<file path="src/rtl/sa_result_deskew.sv">
// Output-side de-skew buffer for an N x N systolic array: captures the
// column-skewed y_out stream and hands whole result rows downstream over valid/ready.
module sa_result_deskew #(
  parameter int N = 4,
  parameter int W = 8
) (
  input  logic         clk,
  input  logic         rst,
  input  logic         start,
  input  logic [W-1:0] y_in [0:N-1],
  output logic [W-1:0] out_row [0:N-1],
  output logic         out_valid,
  input  logic         out_ready,
  output logic         idle,
  output logic         done,
  output logic         err
);

  localparam int TW     = $clog2(2 * N);
  localparam int CW     = $clog2(N + 1);
  localparam int IW     = (N > 1) ? $clog2(N) : 1;
  localparam int LAST_T = 2 * N - 2;

  typedef enum logic [1:0] {IDLE, CAPTURE, DRAIN} state_t;

  state_t        state_q, state_d;
  logic [TW-1:0] t_q, t_d, cap_t;
  logic [CW-1:0] rows_q, rows_d, rd_q, rd_d;
  logic          done_d;
  logic          capturing;
  logic          xfer;
  logic [W-1:0]  mem [N][N];

  // The start cycle is itself capture cycle t = 0, so capture also runs from IDLE.
  assign idle      = (state_q == IDLE);
  assign capturing = (idle && start) || (state_q == CAPTURE);
  assign cap_t     = idle ? '0 : t_q;
  assign out_valid = (rd_q < rows_q);
  assign xfer      = out_valid && out_ready;

  always_comb begin
    for (int j = 0; j < N; j++) out_row[j] = mem[rd_q[IW-1:0]][j];
  end

  // NOTE: the row buffer sits on the async reset because the outputs must read
  // back as zero straight out of reset; a plain RAM without reset would not.
  always_ff @(posedge clk or negedge rst) begin
    if (!rst) begin
      for (int r = 0; r < N; r++)
        for (int c = 0; c < N; c++) mem[r][c] <= '0;
    end else if (capturing) begin
      for (int j = 0; j < N; j++)
        if (int'(cap_t) >= j && int'(cap_t) - j < N)
          mem[IW'(int'(cap_t) - j)][j] <= y_in[j];
    end
  end

  // NOTE: every signal gets its hold value first so no path through this block
  // can leave one unassigned and infer a latch.
  always_comb begin
    state_d = state_q;
    t_d     = t_q;
    rows_d  = rows_q;
    rd_d    = rd_q;
    done_d  = 1'b0;
    if (capturing) begin
      if (int'(cap_t) >= N - 1) rows_d = rows_q + CW'(1);
      if (int'(cap_t) == LAST_T) begin
        state_d = DRAIN;
        t_d     = '0;
      end else begin
        state_d = CAPTURE;
        t_d     = cap_t + TW'(1);
      end
    end
    // The final row can only become valid after capture ends, so this
    // retirement never collides with the capture update above.
    if (xfer) begin
      if (int'(rd_q) == N - 1) begin
        state_d = IDLE;
        t_d     = '0;
        rows_d  = '0;
        rd_d    = '0;
        done_d  = 1'b1;
      end else begin
        rd_d = rd_q + CW'(1);
      end
    end
  end

  // NOTE: state registers use non-blocking assignment so every flop samples
  // the pre-edge values regardless of process ordering.
  always_ff @(posedge clk or negedge rst) begin
    if (!rst) begin
      state_q <= IDLE;
      t_q     <= '0;
      rows_q  <= '0;
      rd_q    <= '0;
      done    <= 1'b0;
      err     <= 1'b0;
    end else begin
      state_q <= state_d;
      t_q     <= t_d;
      rows_q  <= rows_d;
      rd_q    <= rd_d;
      done    <= done_d;
      err     <= err | (start && !idle);
    end
  end

endmodule

</file>
<file path="config.mk">
export PLATFORM = sky130hd
export DESIGN_NAME = sa_result_deskew
export DESIGN_NICKNAME = d
export VERILOG_FILES = /design/src/rtl/sa_result_deskew.sv
export SDC_FILE = /design/constraint.sdc
export NUM_CORES = 1
export LEC_CHECK = 0
export ABC_AREA = 1
export CAP_MARGIN = 25
export CELL_PAD_IN_SITES_DETAIL_PLACEMENT = 0
export CELL_PAD_IN_SITES_GLOBAL_PLACEMENT = 1
export CORE_ASPECT_RATIO = 0.8
export CORE_MARGIN = 2
export CORE_UTILIZATION = 44
export CTS_BUF_LIST = sky130_fd_sc_hd__clkbuf_4 sky130_fd_sc_hd__clkbuf_8
export DETAILED_ROUTE_END_ITERATION = 10
export PLACE_DENSITY_LB_ADDON = 0.08
export SETUP_SLACK_MARGIN = 0.1
export SLEW_MARGIN = 10
export SYNTH_ARGS = -nofsm -noshare
export SYNTH_HDL_FRONTEND = slang
export SYNTH_SLANG_ARGS = --single-unit
</file>
<file path="constraint.sdc">
create_clock -name clk -period 2.6 [get_ports clk]
set_input_delay 0.52 -clock clk [delete_from_list [all_inputs] [get_ports clk]]
set_output_delay 0.52 -clock clk [all_outputs]
set_load 0.005 [all_outputs]
</file>
Word-level counts from Yosys, hierarchy flattened. Cells that the tools add are included.

Bits in registers: 141. Output and inout port bits: 36.

Reductions and logical operators: 13. Eq/ne operators: 3. Bitwise gates (word level): 6. $add $sub $neg: 6. Magnitude comparators: 17. Mux-type cells: 38.

Operator list (number): $mux W128 (7); $bwmux W128 (4); $demux W32 S2 (4); $lt A32 B4 Y1 const B (3); $mux W32 (3); $bmux W32 S2 (1); $mux W3 (10); $mux W24 (1); $mux W16 (1); $ge A2 B3 Y1 const B (4); $logic_and A1 B1 Y1 (10); $add A3 B1 Y3 const B (3); $lt A2 B1 Y1 const B (4); $mux W2 (4); $mux W8 (1); $not A2 Y2 (4); $sub A3 B2 Y4 const B (2); $ge A3 B2 Y1 const B (2); $sub A3 B1 Y4 const B (1); $eq A3 B2 Y1 const B (1); $eq A3 B3 Y1 const B (1); $ge A3 B1 Y1 const B (1); $ge A3 B3 Y1 const B (1); $lt A3 B3 Y1 (1); other kinds (8) (9).

Logic depth before layout (Yosys ltp).
Depth after elaboration: 18. Gate-level depth with buffers: 11. Mapped depth without buffers: 10.

Least setup slack after synthesis. No wires, ideal clock.

Kind: register -> register. Start point: register state_q[0]. End point: register mem[80] (netlist name). Path buffers: 0. Data required time: 2481 ps. Period minus slack after synthesis: 1874 ps. Cell stages (with the launch flop): 11. Setup slack: 726 ps. Setup time: 119 ps. Arrival time: 1755 ps. Cells stage by stage: dfrtp_1 -> nor2_2 -> nor2_1 -> inv_1 -> ha_1 -> ha_1 -> inv_1 -> nand2_2 -> nand4_1 -> nand2_1 -> nand2_1.

Longest elaborated chain between the ends: 16. Elaborated cells between the ends (all ways): 41. Those cells by class: 3 x add/sub; 9 x order compare; 1 x eq/ne; 17 x mux; 4 x bitwise; 7 x reduce/logical.

RTL lines: start, declared (line 26) `state_t state_q, state_d;`; start signal, assigned (line 102) `state_q <= state_d;`; $logic_not A2 Y1 * (line 35) `assign idle = (state_q == IDLE);`; named net idle (line 14) `output logic idle,`; parallel branches: the longest is 15 deep, another holds $lt A32 B4 Y1; end signal, assigned by index (line 54) `mem[IW'(int'(cap_t) - j)][j] <= y_in[j];`; end, declared (line 32) `logic [W-1:0] mem [N][N];`.

Mark *: on every way through the listed nets, which the timed path passes. The select of a mux whose other input is x is not followed. A chain may end at the register's enable or synchronous reset.

==> impl_metrics.py <==
metrics = {
    "yosys": {
        "syn_area_per_cell_sq_um": 8.617,
        "ys_types": 32,
        "ys_async_sr_fraction_pct": 100.0,
        "netlist_top_cells_area": "dfrtp_1, nand2_1, o21ai_0, nor2_1, o21ai_1",
        "yosysMostFrequentCell": "nand2_1",
        "synth_fp_nets": 796,
        "synthSimpleGateAreaFrac_pct": 20.12,
        "synth_edf_count": 0,
        "yosysWarningCount": 0,
        "synth_top_family_by_area": "simple AND/OR/NAND/NOR gates",
        "synthMuxAreaShare_pct": 0,
        "yosys_register_bits": 141,
        "synth_ff_type": "dfrtp_1",
        "synthCells": 750,
        "synth_largest_area_cell": "dfrtp_1",
        "synth_compound_area_share_pct": 16.57,
        "synth_commonest_cells": "nand2_1, dfrtp_1, o21ai_0",
        "syn_area_sq_um": 6462,
        "ys_seq_area_share_pct": 54.60,
        "synth-xor-area-share_pct": 0.2711,
        "synth_top_area_share_pct": 54.60,
        "synth_adder_area_share_pct": 1.936,
    },
    "setup_path": {
        "r2r_cells": 9,
        "worst-setup-path-type": "reg -> out",
        "slowest_stage": "dfrtp_2",
        "crit_family": "buffers and inverters",
        "critPathMaxStageDelay_ns": 0.47,
        "path_cells": "buf_12 -> inv_8 -> buf_12 -> o21ai_0 -> o22ai_1 -> dlygate4sd2_1",
        "worstPathRequired_ns": 2.08,
        "cp_max_fo": 21,
        "crit_path_start_kind": "flop",
        "cp.arrival_ns": 1.92,
        "path_depth": 6,
        "path_buf_inv": 4,
        "end_kind": "primary output",
        "cpMostUsedCell": "buf_12",
    },
    "global_routing": {
        "grt_pass1_wl_mm": 28.01,
        "grt_pass1_vias": 5398,
        "grt.total_usage_pct": 22.91,
        "grt_max_degree": 57,
        "antenna_found_initial": 0,
        "grt_overflow": 0,
    },
    "clock_network": {
        "clkSinkCount": 141,
        "htree_levels": 4,
        "tritoncts": "done",
        "clockBufferDepth": 2,
        "clock-root-buffer": "clkbuf_8",
        "path_clk_slew_ns": 0.08,
        "numCtsBuffers": 17,
        "worstSkewPairLatency_ns": 0.45,
    },
    "outcome": {
        "outcome": "finished clean",
    },
    "detailed_routing": {
        "drtIter0Drc": 350,
        "ant_nets": 0,
        "vias": 5407,
        "via_per_inst": 5.306,
        "firstDrtPassIters": 5,
        "drc": 0,
        "totalWireLength_mm": 17.07,
        "wl_per_cell_um": 16.75,
    },
    "power": {
        "pwr-share-seq_pct": 49.7,
        "cellLeakagePower_nw": 4.150,
        "p_comb_share_pct": 3.0,
        "clock_power_share_pct": 47.3,
        "vdd_drop_max_mv": 0.3824,
        "internal_power_mw": 3.486,
        "total_power_mw": 4.405,
        "power.switching_uw": 919.4,
        "switching_share_pct": 20.87,
        "power.density_nw_per_um2": 542.7,
    },
    "cells_and_area": {
        "multi_input_area_sq_um": 2541,
        "num-fill-cells": 1288,
        "area_growth_pct": 25.61,
        "antenna_cells": 0,
        "seqCellArea_sq_um": 3531,
        "layout.nets": 868,
        "stdcell_count": 1019,
        "drive_gt1_share_pct": 12.57,
    },
    "sta": {
        "max_freq_mhz": 409.4,
        "period_share_pct": 93.95,
        "rsz0062_at_grt": "true",
        "hold_violations": 0,
        "max-slew-margin-rel_pct": 54.52,
        "holdWs_ns": 0.3755,
        "setup_violations": 0,
        "fin_worst_skew_ns": 0.008996,
        "fin_ws_ns": 0.1572,
        "fin_setup_tns_ns": 0,
        "worst_pin_slew_ns": 0.6804,
        "maxSlewViolCount": 0,
        "period_needed_ns": 2.443,
    },
    "placement": {
        "pre_cts_slack_ns": 0.2022,
        "gp_congestion": 0.8038,
        "place.detailed.hpwl_mm": 10.06,
        "place_inst": 970,
        "portBuffers": 71,
    },
    "floorplanning": {
        "start_util_pct": 45.20,
        "dieArea_sq_um": 15680,
        "placementRows": 39,
        "die_height_um": 112.4,
        "chipWidth_um": 139.5,
        "core_sq_um": 14300,
        "boundaryPins": 72,
    },
    "run": {
        "maxCapViolCount": 0,
    },
    "hold_path": {
        "hold_depth": 0,
        "min_path_type": "reg -> reg",
    },
}
==> state kept, by name, summed over array words and instances (netlist names) <==
register / count
mem: 128
rd_q: 3
rows_q: 3
t_q: 3
state_q: 2
done: 1
err: 1
==> cells in the final DEF, fill, tap and decap left out, drive strengths merged, types with 5 or more instances in the layout <==
cell	count
nand2	178
o21ai	159
dfrtp	141
nor2	78
inv	48
clkdlybuf4s50	37
buf	36
o22ai	35
dlygate4sd2	32
nand4	28
clkbuf	21
ha	10
nand3	8
a21oi	6
bufinv	5
clkinv	5
==> logic make-up after synthesis <==
kind of cell | Yosys count
buf+inv | 102
flops | 141
simple gates | 294
xor+xnor | 2
compound gates | 201
fa+ha+maj | 10
==> final cells by class <==
| class | instances | area share [%] |
|---|---|---|
| clock buffer | 21 | 3.560 |
| clock inverter | 11 | 2.297 |
| inverter | 48 | 2.343 |
| multi-input combinational | 507 | 31.30 |
| sequential | 141 | 43.50 |
| tap | 184 | 2.836 |
| timing repair buffer | 107 | 14.16 |
==> power by group through the flow <==
stage / clock (mW) / combinational [mW] / sequential, mW
finish: 2.08 / 0.132 / 2.19
global route: 2.21 / 0.147 / 2.19
CTS: 2.13 / 0.135 / 2.19
detailed placement: 0 / 0.133 / 2.23
global placement: 0 / 0.130 / 2.23
floorplan: 0 / 0.0131 / 2.24
==> stage by stage <==
stage	instance area [sq um]	utilization (%)
finish	8118	56.78
global route	8118	56.78
CTS	8064	56.40
detailed placement	7346	51.38
global placement	7346	51.38
floorplan	6462	-
==> final timing paths <==
check,endpoint,startpoint,slack (ns)
worst max register to register,mem[119],state_q[0],0.36
worst min register to register,mem[42],mem[42],0.38
worst min-delay path,mem[42],mem[42],0.38
worst max-delay path,out_row[24],rd_q[0],0.16
max in group asynchronous,mem[23],rst,1.40
min in group asynchronous,mem[45],rst,0.51
==> repair_timing <==
action	4_1_cts	5_1_grt
pin swaps	2	1
endpoints found under the setup margin	33	8
gates resized for setup	56	5
hold buffers	1	0
hold endpoints to repair	31	0
buffers inserted	9	2
gates cloned	4	0
==> layer usage <==
layer	part of all wire, %	GRT usage [%]	routed length (um)	up-vias
met5	0	0	0	-
met4	1.2	4.983	203	0
met3	6.2	7.125	1055	17
met2	44	34.97	7483	150
met1	49	32.49	8330	2597
li1	-	-	-	2643
(Power assumes the default switching activity.)
==> RTL edit 1, RTL diff (same settings) <==
Re-encode `state_t` (3 states) as one-hot, 3 bits wide.
--- a/src/rtl/sa_result_deskew.sv
+++ b/src/rtl/sa_result_deskew.sv
@@ -22,5 +22,5 @@
   localparam int LAST_T = 2 * N - 2;
 
-  typedef enum logic [1:0] {IDLE, CAPTURE, DRAIN} state_t;
+  typedef enum logic [2:0] {IDLE = 3'b001, CAPTURE = 3'b010, DRAIN = 3'b100} state_t;
 
   state_t        state_q, state_d;
Check against the original RTL: same outputs for any inputs over 4 cycles, from zero or initial values and one cycle with rst low; so few cycles prove little.
==> RTL edit 1 against the original RTL <==
  * Register-to-register slack worse by 50 ps
  * Wire length up 5.2%
  * Sequential cell count up 1
  * Area after synthesis up 6.2%
  * Highest routed layer unchanged
  * Worst setup slack better by 14 ps
  * Cell area up 3.5%
  * First-iteration DRC count up 18%
  * Die area up 6.0%
  * Largest power group unchanged
  * Critical path type unchanged
  * Power down 8.7%
==> RTL edit 1: results (changes against the original RTL) <==
- Outcome: finished, final reports clean
- Max stage delay on crit path: 490 ps (+20 ps)
- Total half-perimeter wirelength after legalization and detailed placement: 10500 microns (+4.2%)
- Hold Path Class: input port to async pin
- Drt first pass iters: 6 (+1)
- Final-layout clock buffer total: 19 (-9.5%)
- Placement-stage cell area: 7780 sq um (+6.0%)
- Global-route total usage across every layer: 0.228 (-0.00100)
- Layout non-clock buf frac: 0.136 (-0.00581)
- Fraction of standard cell area that is sequential: 0.423 (-0.0117)
- Filler instances: 1418 (+10%)
- Total net switching power: 0.000969 W (+5.4%)
- Proportion of synthesized chip area in sequential cells: 0.518 (-0.0278)
- Number of global-route vias before repair: 5648 (+4.6%)
- Clock distribution power: 0.00168 W (-19%)
- Beginning of the worst register-to-register path: state_q[1]
- Non-clock buffer instance count of the final layout: 104 (-2.8%)
- Share of post-route cells with drive strength above 1: 0.149 (+0.0229)
- Top cells by instance count after synthesis: nand2_1 (182), dfrtp_1 (141), o21ai_0 (76)
- Largest net degree at the start of global routing: 67 (+18%)
- Leading post-synthesis cells by cell area: dfrtp_1 (51%), nand2_1 (10%), o21ai_0 (5.5%)
- Count of distinct cell types in the synthesized netlist: 34 (+6.3%)
- Wire length of the first global-routing pass: 29200 microns (+4.1%)
- Number of multi-input combinational cells in the layout: 535 (+5.5%)
- Maximum fanout along the worst path: 15 (-29%)
- Clk_skew: 10.1 ps (+1.13 ps)
- Via count of the routed design: 5701 (+5.4%)
- Worst-Margin Slew: 635 ps (-45.5 ps)
- Syn nets: 815 (+2.4%)
- Register-to-register setup slack: 310 ps (-50 ps)
- WL final: 18000 microns (+5.2%)
- Final Net Count: 896 (+3.2%)
- Routability Congestion: 0.772 (-3.9%)
- Endpoint of the most critical register-to-register path: mem[34]
- Syn avg cell area: 8.94 sq um (+3.8%)
- Multi-input gate area: 2870 sq um (+13%)
==> RTL edit 1: cell types whose count changed in the layout (fill, tap and decap cells not counted), sizes merged, moves of 5 or more <==
cell,change
buf,-5
clkinv,+7
nand2,+11
nand3,+12
nand4,+8
nor2,-12
o21ai,+6
==> RTL edit 1: logic make-up (layout without fill, tap and decap cells) <==
logic type      Yosys count  after routing  synth area share
compound gates          209            209             0.174
buf+inv                  90            184            0.0644
flops                   142            142             0.518
simple gates            314            314             0.222
fa+ha+maj                12             12            0.0219
==> RTL edit 1: worst min-delay path by stage <==
| stage | from | to | cells after the start |
|---|---|---|---|
| CTS | rst | mem[14] | 1 |
| floorplan | rst | done | 0 |
| global placement | mem[83] | mem[83] | 2 |
| global route | rst | mem[14] | 1 |
| detailed placement | mem[53] | mem[53] | 2 |
| finish | rst | mem[14] | 1 |
==> RTL edit 1: routing by layer <==
layer / part of all wire / vias to the layer above / routed length (microns) / track usage
met5: 0 / - / 0 / 0
met4: 0.010 / 0 / 184 / 0.0575
met3: 0.057 / 12 / 1020 / 0.0525
met2: 0.47 / 180 / 8440 / 0.368
met1: 0.46 / 2748 / 8330 / 0.315
li1: - / 2761 / - / -
==> RTL edit 1: through the flow <==
stage / setup slack (ps) / hold slack, ps / power [W] / cells / util
after CTS: -8.43 / 71.9 / 0.00406 / 1064 / 0.548
after floorplan: 445 / 224 / 0.00227 / 767 / -
after global placement: 298 / 448 / 0.00239 / 1023 / 0.515
final: 172 / 60.7 / 0.00402 / 1071 / 0.556
after global routing: 81.3 / 78.8 / 0.00420 / 1071 / 0.556
after detailed placement: 181 / 453 / 0.00239 / 1023 / 0.515
==> RTL edit 1: timing repair <==
item,in CTS,in global routing
gates resized for setup,38,6
endpoints found under the setup margin,33,23
gates cloned,3,2
buffers inserted,6,5
pin swaps,2,1
==> RTL edit 2, RTL diff (same settings) <==
Made on the original files. The parameter `N` goes from 4 to 8.
--- a/src/rtl/sa_result_deskew.sv
+++ b/src/rtl/sa_result_deskew.sv
@@ -2,5 +2,5 @@
 // column-skewed y_out stream and hands whole result rows downstream over valid/ready.
 module sa_result_deskew #(
-  parameter int N = 4,
+  parameter int N = 8,
   parameter int W = 8
 ) (
Ports: changed (resized out_row and y_in); port bits go from 72 to 136. No check against the original RTL was run, so the function may have changed too.
==> RTL edit 2 against the original RTL <==
  * The run now ends with setup timing left
  * Power rose to 7.9 times the old value
  * Worst setup slack lost 480 ps
  * Wire length increased to 3.9 times the old value
  * Area after synthesis rose to 3.5 times the old value
  * Cell area increased to 3.5 times the old value
  * Utilization fell by 0.77 points
  * Sequential cell count is 387 higher
  * Worst hold slack lost 7.5 ps
  * Highest routed layer unchanged
==> RTL edit 2: results (changes against the original RTL) <==
- Cell with the biggest individual delay on the critical path: dfrtp_4
- Total half-perimeter wirelength after legalization and detailed placement: 38000 microns (+280%)
- Register-to-register setup slack: 310 ps (-50 ps)
- H-tree depth: 3 (-1)
- Hold-critical path endpoint: mem[114]
- Global-route total usage across every layer: 0.252 (+0.0227)
- Share of post-route cells with drive strength above 1: 0.218 (+0.0926)
- Max Root-Sink Buffers: 3 (+1)
- Reg area: 13200 sq um (+270%)
- Largest net degree at the start of global routing: 63 (+11%)
- Mux share of post-synthesis cell area: 0 (unchanged)
- Non-clock buffer instance count of the final layout: 332 (+210%)
- Cell internal power dissipation: 0.0212 W (+510%)
- Number of I/O port buffers: 135 (+90%)
- Non-clock inverters: 70 (+46%)
- Headroom to the max-slew limit: 0.605 (+0.0600)
- Number of failing setup endpoints in the final timing report: 65 (+65)
- Count of flip-flops and latches: 528 (+270%)
- Clock Pin Slew Worst Setup and Hold Paths: 60 ps (-20 ps)
- Final-layout clock buffer total: 144 (+590%)
- Outcome: complete, but fails checks
- Routability Congestion: 0.810 (+0.75%)
- Syn nets: 2764 (+250%)
- Violated checks: setup timing
- Average routed wire per standard cell: 19.2 microns (+15%)
- Fraction of standard cell area that is sequential: 0.463 (+0.0278)
- Endpoint of the most critical register-to-register path: mem[394]
- Clk_skew: 19.3 ps (+10.3 ps)
- CTS Buf Count: 89 (+72)
- Layout non-clock buf frac: 0.142 (+0.000542)
- Endpoint of the most critical setup path: out_row[49]
- Logic power comb: 0.0165 W (+12000%)
- Post-CTS setup buffers: 41 (+32)
- Max stage delay on crit path: 570 ps (+100 ps)
- Placeable Area: 51000 sq um (+260%)
- Placement-stage cell area: 24600 sq um (+240%)
- Maximum fanout along the worst path: 6 (-71%)
- Proportion of synthesized chip area in sequential cells: 0.582 (+0.0360)
- Leakage power total: 14.2 nW (+240%)
- Data arrival time at the worst-slack endpoint: 2400 ps (+480 ps)
- Number of gates resized after CTS: 477 (+750%)
- Wire length of the first global-routing pass: 106000 microns (+280%)
- Complex-gate fraction of the synthesized area: 0.122 (-0.0438)
- Top cells by instance count after synthesis: nand2_1 (641), dfrtp_1 (528), o21ai_0 (362)
- Filler instances: 4487 (+250%)
- Clock Network Area Fraction: 0.0675 (+0.00891)
- Post-synthesis share of cell area spent on xor and xnor gates: 0.00154 (-0.00117)
- Post-layout worst setup margin: -322 ps (-479 ps)
- Cell count of the worst reg-to-reg path: 8 (-1)
- Largest register FFs: 512 (+300%)
- Average vias per placed instance: 5.20 (-2.0%)
- Proportion of cell area occupied by multi-input gates: 0.288 (-0.0253)
- Clk network pwr share: 0.229 (-0.244)
- Max IR drop VDD: 0.498 mV (+30%)
- Number of multi-input combinational cells in the layout: 1684 (+230%)
- Count of warnings emitted by yosys: 0 (unchanged)
- Hold path start: mem[114]
- Count of distinct cell types in the synthesized netlist: 31 (-3.1%)
- Count of routing violations after the opening detailed-route iteration: 1422 (+310%)
- Leading post-synthesis cells by cell area: dfrtp_1 (58%), nand2_1 (11%), o21ai_0 (8.0%)
-- RTL edit 2: cell count changes after synthesis, sizes merged, moves of 5 or more --
cell    delta
clkbuf   +315
o21ai    +227
nand4     +79
nand2    +470
nand3     +48
inv       +21
nor3       +5
buf       +37
dfrtp    +387
o22ai     -35
a21oi     +73
nor2     +247
a31oi     +64
-- RTL edit 2: metal layers --
| metal | track usage | vias up | share of wire |
|---|---|---|---|
| li1 | - | 8695 | - |
| met1 | 0.383 | 8736 | 0.49 |
| met2 | 0.369 | 456 | 0.44 |
| met3 | 0.0510 | 92 | 0.053 |
| met4 | 0.0612 | 0 | 0.018 |
| met5 | 0 | - | 0 |
-- RTL edit 2: metrics by stage --
step	setup TNS (ps)	hold WS, ps	instances	power (W)	worst slack [ps]
final	-14100	368	3459	0.0348	-322
after global routing	-21490	382	3459	0.0370	-398
after CTS	-18120	372	3439	0.0340	-352
after detailed placement	-352	361	3208	0.0234	-147
after global placement	-365	360	3208	0.0233	-174
after floorplan	0	224	2688	0.0172	533
